<file path="src/rtl/vga_sync_gen.sv">
// Pixel-rate timing generator for a 640x480@60 VGA DAC: clock divider, x/y raster counters
// and registered sync/blank decode, all changing together on the pix_en cycle.
module vga_sync_gen #(
  parameter int unsigned CLK_DIV  = 2,
  parameter int unsigned H_ACTIVE = 640,
  parameter int unsigned H_FP     = 16,
  parameter int unsigned H_SYNC   = 96,
  parameter int unsigned H_BP     = 48,
  parameter int unsigned V_ACTIVE = 480,
  parameter int unsigned V_FP     = 10,
  parameter int unsigned V_SYNC   = 2,
  parameter int unsigned V_BP     = 33,
  parameter int unsigned CNT_W    = 10
) (
  input  logic             clk,
  input  logic             reset,
  output logic             pix_en,
  output logic             vga_clk,
  output logic             vga_hs,
  output logic             vga_vs,
  output logic             vga_blank,
  output logic             vga_sync,
  output logic [CNT_W-1:0] x,
  output logic [CNT_W-1:0] y,
  output logic             line_start,
  output logic             frame_start
);

  localparam int unsigned H_TOTAL = H_ACTIVE + H_FP + H_SYNC + H_BP;
  localparam int unsigned V_TOTAL = V_ACTIVE + V_FP + V_SYNC + V_BP;
  localparam int unsigned DIV_W   = (CLK_DIV > 2) ? $clog2(CLK_DIV) : 1;

  localparam logic [DIV_W-1:0] DIV_LAST = DIV_W'(CLK_DIV - 1);
  localparam logic [DIV_W-1:0] DIV_HALF = DIV_W'(CLK_DIV / 2);

  localparam logic [CNT_W-1:0] X_LAST = CNT_W'(H_TOTAL - 1);
  localparam logic [CNT_W-1:0] Y_LAST = CNT_W'(V_TOTAL - 1);
  localparam logic [CNT_W-1:0] X_ACT  = CNT_W'(H_ACTIVE);
  localparam logic [CNT_W-1:0] Y_ACT  = CNT_W'(V_ACTIVE);
  localparam logic [CNT_W-1:0] HS_BEG = CNT_W'(H_ACTIVE + H_FP);
  localparam logic [CNT_W-1:0] HS_END = CNT_W'(H_ACTIVE + H_FP + H_SYNC);
  localparam logic [CNT_W-1:0] VS_BEG = CNT_W'(V_ACTIVE + V_FP);
  localparam logic [CNT_W-1:0] VS_END = CNT_W'(V_ACTIVE + V_FP + V_SYNC);

  logic [DIV_W-1:0] div_q, div_d;
  logic [CNT_W-1:0] x_q, x_d, y_q, y_d;
  logic             pix_en_q, pix_en_d;
  logic             vga_clk_q, vga_clk_d;
  logic             hs_q, hs_d, vs_q, vs_d, blank_q, blank_d;
  logic             line_start_q, line_start_d, frame_start_q, frame_start_d;
  logic             tick;

  always_comb begin
    tick          = (div_q == DIV_LAST);
    div_d         = tick ? '0 : div_q + 1'b1;
    x_d           = x_q;
    y_d           = y_q;
    hs_d          = hs_q;
    vs_d          = vs_q;
    blank_d       = blank_q;
    pix_en_d      = tick;
    line_start_d  = 1'b0;
    frame_start_d = 1'b0;
    // Low for the first half of each pixel period, so it falls together with pix_en.
    vga_clk_d     = (div_d >= DIV_HALF);

    if (tick) begin
      if (x_q == X_LAST) begin
        x_d = '0;
        y_d = (y_q == Y_LAST) ? '0 : y_q + 1'b1;
      end else begin
        x_d = x_q + 1'b1;
      end
      // Decode from the new position so outputs stay aligned with x/y.
      blank_d       = (x_d < X_ACT) && (y_d < Y_ACT);
      hs_d          = !((x_d >= HS_BEG) && (x_d < HS_END));
      vs_d          = !((y_d >= VS_BEG) && (y_d < VS_END));
      line_start_d  = (x_d == '0);
      frame_start_d = (x_d == '0) && (y_d == '0);
    end
  end

  always_ff @(posedge clk) begin
    if (reset) begin
      div_q         <= '0;
      x_q           <= X_LAST;
      y_q           <= Y_LAST;
      pix_en_q      <= 1'b0;
      vga_clk_q     <= 1'b0;
      hs_q          <= 1'b1;
      vs_q          <= 1'b1;
      blank_q       <= 1'b0;
      line_start_q  <= 1'b0;
      frame_start_q <= 1'b0;
    end else begin
      div_q         <= div_d;
      x_q           <= x_d;
      y_q           <= y_d;
      pix_en_q      <= pix_en_d;
      vga_clk_q     <= vga_clk_d;
      hs_q          <= hs_d;
      vs_q          <= vs_d;
      blank_q       <= blank_d;
      line_start_q  <= line_start_d;
      frame_start_q <= frame_start_d;
    end
  end

  assign pix_en      = pix_en_q;
  assign vga_clk     = vga_clk_q;
  assign vga_hs      = hs_q;
  assign vga_vs      = vs_q;
  assign vga_blank   = blank_q;
  assign vga_sync    = 1'b0;
  assign x           = x_q;
  assign y           = y_q;
  assign line_start  = line_start_q;
  assign frame_start = frame_start_q;

endmodule

</file>
<file path="config.mk">
export PLATFORM = sky130hd
export DESIGN_NAME = vga_sync_gen
export DESIGN_NICKNAME = d
export VERILOG_FILES = /design/src/rtl/vga_sync_gen.sv
export SDC_FILE = /design/constraint.sdc
export NUM_CORES = 1
export LEC_CHECK = 0
export ABC_AREA = 1
export ABC_CLOCK_PERIOD_IN_PS = 5500
export CAP_MARGIN = 20
export CORE_MARGIN = 3
export CORE_UTILIZATION = 56
export DETAILED_ROUTE_END_ITERATION = 6
export GPL_TIMING_DRIVEN = 1
export PLACE_DENSITY = 0.85
export RECOVER_POWER = 25
export SLEW_MARGIN = 20
export SYNTH_ARGS = -nofsm -noshare
export SYNTH_HDL_FRONTEND = slang
export SYNTH_SLANG_ARGS = --single-unit
</file>
<file path="constraint.sdc">
create_clock -name clk -period 5.5 [get_ports clk]
set_clock_uncertainty 0.1 [all_clocks]
set_input_delay 0.55 -clock clk [delete_from_list [all_inputs] [get_ports clk]]
set_output_delay 0.55 -clock clk [all_outputs]
set_load 0.05 [all_outputs]
</file>
==> out/results.ini, run 1 <==
[setup_path]
arrival_ps = 3270
cp_cell_sequence = ha_1, nand2_1, nor2_1, clkinv_1, nor2_1, nand3_1, nand2_1, nand2_1, nor2_2, nand3_1, nand2_1, inv_1
critPathKind = reg -> reg
slowest_stage = nor2_1
end_kind = flip-flop
path_buf_inv = 2
r2r-start = x[0]
critPathMaxFanout = 14
path_common_cell = nand2_1
cp_top_family = simple AND/OR/NAND/NOR gates
setup.worst_path.start = x[0]
slowest_delay_ps = 820
startpoint_type = flip-flop
cp_data_required_time_ps = 5640

[sta]
slew_headroom = 0.3134
setup_viol = 0
setup_tns_ps = 0
setup_slack_ps = 2374
slew_viol_final = 0
fin_crit_sh = 0.5684
tightest_slew_ps = 1026
rsz0062_at_grt = false
hold_viol = 0
min_period_ps = 3126
fmax_mhz = 319.9

[hold_path]
hold_path.class = reg -> reg
hp-start = vga_blank

[global_routing]
grt_pass1_vias = 1581
grt_max_degree = 16
antenna_found_initial = 0
overflow = 0
grt_first_pass_wirelength_um = 7038
grt_use_total = 0.2531

[clock_tree]
holdBufCountCts = 0
cts_setup_buffers = 0
numCtsBuffers = 3
cts.path.max_buffers = 2
cts_tree = yes
clkLatencyLatePin_ps = 330
h-tree-depth = 1
post_cts_resized = 0
clock_sinks = 27
root_buffer = clkbuf_4
clk_pin_slew_ps = 150

[place]
post-place-ws_ps = 2905
routabilityCongestion = 0.9750
dp_hpwl_um = 3120
portBuffers = 28

[floorplan]
die_h_um = 59.65
coreArea_mm2 = 0.002613
initial_core_util = 0.6169
die_x_um = 59.65
io_pins = 30
die_area_mm2 = 0.003558
num_rows = 18

[route]
drt_iter0_drc = 197
drc = 0
ant_nets = 0
wirelength_um = 4186
wl_per_cell_um = 13.21
viasPerCell = 5.577
dr.pass1.iters = 4
vias = 1768

[power]
leakagePower_nw = 0.9258
p_clk_frac = 0.152
power_density_mw_per_mm2 = 310.4
peakVddDrop_v = 0.0003303
power_switching_share = 0.4635
share_comb_of_total_power = 0.456
p_int_mw = 0.3169
seq_power_share = 0.392
switching_power_mw = 0.2738

[finish]
area.growth.synth_to_final_pct = 18.09
drive_gt1_frac = 0.02787
final_cell_mix = nand2_1 (83), inv_1 (38), nor2_1 (32), dfxtp_1 (27), clkdlybuf4s50_1 (24)
final_common_cell = nand2_1
nets = 293
antenna_cells = 0

[logic_synthesis]
ys_ff_latch = 27
yosysTopAreaCell = dfxtp_1
yosysSeqAreaShare = 0.3354
syn_area_mm2 = 0.001612
syn_inst = 261
synth_top_area_share = 0.3354
synth_warnings = 0
syn_nets = 266
syn_area_per_cell_um2 = 6.175
synth_area_leaders = dfxtp_1 (34%), nand2_1 (19%), inv_1 (8.9%), nor2_1 (7.0%), nand3_1 (6.8%)
ys_types = 26

[run_status]
outcome = finished clean

[flow_run]
maxCapViolCount = 0

-- flip-flops by register name, summed over array words and instances, names as in the netlist --
name,cells
x,10
vga_vs,1
pix_en,1
y,10
frame_start,1
vga_hs,1
line_start,1
div_q,1
vga_blank,1
-- kinds of logic (layout without fill, tap and decap cells) --
kind of cell | Yosys count | count (layout) | synth area share
buffers and inverters | 46 | 72 | 0.1149
AND/OR/NAND/NOR | 154 | 154 | 0.4131
AO/OA/AOI/OAI | 30 | 30 | 0.1110
adder cells (fa/ha/maj) | 3 | 3 | 0.02329
flip-flops | 27 | 27 | 0.3354
other | 1 | 1 | 0.002327
-- cells in the mapped netlist --
cell	count
a21oi_1	3
a22oi_1	4
buf_2	1
buf_4	1
buf_6	1
clkbuf_1	3
clkinv_1	1
conb_1	1
dfxtp_1	27
ha_1	3
inv_1	38
inv_2	1
nand2_1	82
nand2_2	1
nand3_1	22
nand3_2	1
nand4_1	10
nor2_1	30
nor2_2	1
nor2_4	2
nor3_1	3
o21a_1	2
o21ai_0	12
o21ai_2	1
o22ai_1	8
or2_2	2
-- final timing paths --
check                           slack, ps   endpoint  cells past startpoint
worst max-delay path                 2370     vga_vs                     12
worst min-delay path                  370  vga_blank                      2
worst max register to register       2370     vga_vs                     12
worst min register to register        370  vga_blank                      2
-- tightest hold or removal path, stage by stage (launching register included) --
cell     delay, ps
dfxtp_1        340
nand2_1         60
nand2_1         50
-- power by group through the flow --
stage | Clock (mW) | Sequential, mW | Combinational [mW]
global route | 0.0966 | 0.234 | 0.296
finish | 0.0896 | 0.232 | 0.270
floorplan | 0 | 0.283 | 0.159
CTS | 0.0885 | 0.231 | 0.274
detailed placement | 0 | 0.235 | 0.272
global placement | 0 | 0.235 | 0.272
-- per-layer routing --
| metal | GRT usage | part of all wire |
|---|---|---|
| met3 | 0.04793 | 0.060 |
| met5 | 0 | 0 |
| met4 | 0.05063 | 0.0053 |
| met2 | 0.4228 | 0.47 |
| met1 | 0.3382 | 0.46 |
-- layout make-up --
| class | instances | area [um2] |
|---|---|---|
| Sequential cell | 27 | 540.5 |
| Clock buffer | 4 | 26.28 |
| Inverter | 40 | 150.1 |
| Tap cell | 30 | 37.54 |
| Multi-Input combinational cell | 188 | 868.3 |
| Timing Repair Buffer | 28 | 280.3 |
| Fill cell | 224 | 709.4 |
-- metrics by stage --
| stage | power [mW] | std cells | hold WS (ps) | util | area [um2] |
|---|---|---|---|---|---|
| finish | 0.5907 | 317 | 368.0 | 0.7284 | 1903 |
| global route | 0.6266 | 317 | 422.2 | 0.7284 | 1903 |
| CTS | 0.5937 | 317 | 367.9 | 0.7352 | 1921 |
| detailed placement | 0.5070 | 313 | 342.9 | 0.7251 | 1894 |
| global placement | 0.5067 | 313 | 348.4 | 0.7251 | 1894 |
| floorplan | 0.4417 | 261 | 574.0 | - | 1612 |
Power figures use the tool's default switching activity.
==> inputs of run 2 (changes only) <==
--- a/config.mk
+++ b/config.mk
@@ -6,13 +6,13 @@
 export NUM_CORES = 1
 export LEC_CHECK = 0
 export ABC_AREA = 1
-export ABC_CLOCK_PERIOD_IN_PS = 5500
+export ABC_CLOCK_PERIOD_IN_PS = 2540
 export CAP_MARGIN = 20
 export CORE_MARGIN = 3
-export CORE_UTILIZATION = 56
+export CORE_UTILIZATION = 47
 export DETAILED_ROUTE_END_ITERATION = 6
 export GPL_TIMING_DRIVEN = 1
-export PLACE_DENSITY = 0.85
+export PLACE_DENSITY = 0.76
 export RECOVER_POWER = 25
 export SLEW_MARGIN = 20
 export SYNTH_ARGS = -nofsm -noshare
==> constraint.sdc (replaced) <==
create_clock -name clk -period 2.54 [get_ports clk]
set_clock_uncertainty 0.1 [all_clocks]
set_input_delay 0.254 -clock clk [delete_from_list [all_inputs] [get_ports clk]]
set_output_delay 0.254 -clock clk [all_outputs]
set_load 0.05 [all_outputs]
==> run 2 against run 1 <==
Effect of this change:
- sequential share of layout area is 0.60 points lower
- first-iteration DRC count is 17% lower
- sequential power up 120%
- global-route usage is 4.1 points lower
- critical path depth is 2 lower
- hold slack improved by 9.8 ps
- sequential cell count unchanged
- count of clock-buffer cells in the layout down 1
- combinational power is 120% higher
- largest power group unchanged
==> out/results.ini, run 2 (synthesis gave the netlist of run 1 again) <==
[run_status]
outcome = finished clean

[clock_tree]
clk_pin_slew_ps = 140
cts.path.max_buffers = 2
holdBufCountCts = 0
h-tree-depth = 1
cts_tree = yes
numCtsBuffers = 3
root_buffer = clkbuf_4
cts_setup_buffers = 0
clock_sinks = 27
clkLatencyLatePin_ps = 310
post_cts_resized = 0

[finish]
drive_gt1_frac = 0.04152
final_cell_mix = nand2_1 (83), inv_1 (38), nor2_1 (30), dfxtp_1 (27), clkdlybuf4s50_1 (24)
nets = 295
area.growth.synth_to_final_pct = 20.65
utilization = 0.6167
antenna_cells = 0
fillerInstances = 308
final_common_cell = nand2_1

[hold_path]
hold_path.class = reg -> reg

[global_routing]
antenna_found_initial = 0
grt_first_pass_wirelength_um = 7127
grt_use_total = 0.2125
grt_max_degree = 16
grt_pass1_vias = 1577
overflow = 0

[flow_run]
maxCapViolCount = 0

[setup_path]
cp_cell_sequence = ha_1, nand2_1, nor2_4, nand2_1, o21ai_0, nand2_1, nor2_2, nand3_1, nand2_1, inv_1
slowest_stage = dfxtp_1
path_common_cell = nand2_1
arrival_ps = 2320
slowest_delay_ps = 470
cp_data_required_time_ps = 2670
critPathMaxFanout = 12
critPathKind = reg -> reg
end_kind = flip-flop
startpoint_type = flip-flop

[power]
peakVddDrop_v = 0.0004662
power_density_mw_per_mm2 = 651.8
leakagePower_nw = 0.9321

[route]
vias = 1717
viasPerCell = 5.156
wl_per_cell_um = 12.71
drc = 0
wirelength_um = 4233
dr.pass1.iters = 4
ant_nets = 0
drt_iter0_drc = 163

[place]
dp_hpwl_um = 3209
portBuffers = 28
routabilityCongestion = 0.9203

[floorplan]
die_h_um = 64.56
die_area_mm2 = 0.004167
initial_core_util = 0.5111
die_x_um = 64.56
io_pins = 30
coreArea_mm2 = 0.003153
num_rows = 20

[sta]
tightest_slew_ps = 595.9
slew_headroom = 0.6027
min_period_ps = 2186
fmax_mhz = 457.5
fin_crit_sh = 0.8606
rsz0062_at_grt = false
setup_viol = 0
hold_viol = 0
slew_viol_final = 0
setup_tns_ps = 0

==> run 2: metal layers <==
metal	track usage	wire, um
met5	0	0
met4	0.06332	8
met3	0.02080	241
met2	0.3750	2155
met1	0.2727	1828
==> run 2: worst max-delay path, delay by kind of cell, from the launching register on <==
kind / cells / cell delay, ps
AOI/OAI and AO/OA: 1 / 320
DFF: 1 / 470
adders and majority gates: 1 / 200
and+or+nand+nor: 7 / 970
buffers and inverters: 1 / 40
==> run 2: final cells by class <==
class	instances	area (um2)	area share
flip-flops and latches	27	540.5	0.2780
clock inverters	1	5.005	0.002574
repair buffers	30	287.8	0.1480
clock buffers	3	22.52	0.01158
multi-input cells	188	883.3	0.4543
well taps	44	55.05	0.02831
inverters	40	150.1	0.07722
==> run 2: path summary, 6_finish.rpt <==
kind         depth (start not counted)  slack (ps)  startpoint         to
max                                 10         350        x[0]     vga_vs
min                                  2         380   vga_blank  vga_blank
min reg2reg                          2         380   vga_blank  vga_blank
max reg2reg                         10         350        x[0]     vga_vs
==> run 2: report_power, final <==
| part | total (mW) | leakage, nW | switching [mW] | internal [mW] |
|---|---|---|---|---|
| Sequential | 0.500 | 0.220 | 0.0434 | 0.456 |
| Combinational | 0.587 | 0.694 | 0.412 | 0.174 |
| Clock | 0.181 | 0.0177 | 0.122 | 0.0589 |
| Total | 1.27 | 0.932 | 0.578 | 0.690 |
==> run 2: through the flow <==
stage,hold WS (ps),area [um2],cells,worst slack [ps],total power [mW]
global placement,356.8,1927,329,523.7,1.090
detailed placement,359.3,1927,329,420.9,1.094
global route,435.6,1944,333,107.8,1.362
floorplan,321.4,1612,261,318.7,0.9563
CTS,378.2,1954,333,384.2,1.281
finish,377.8,1944,333,354.2,1.267
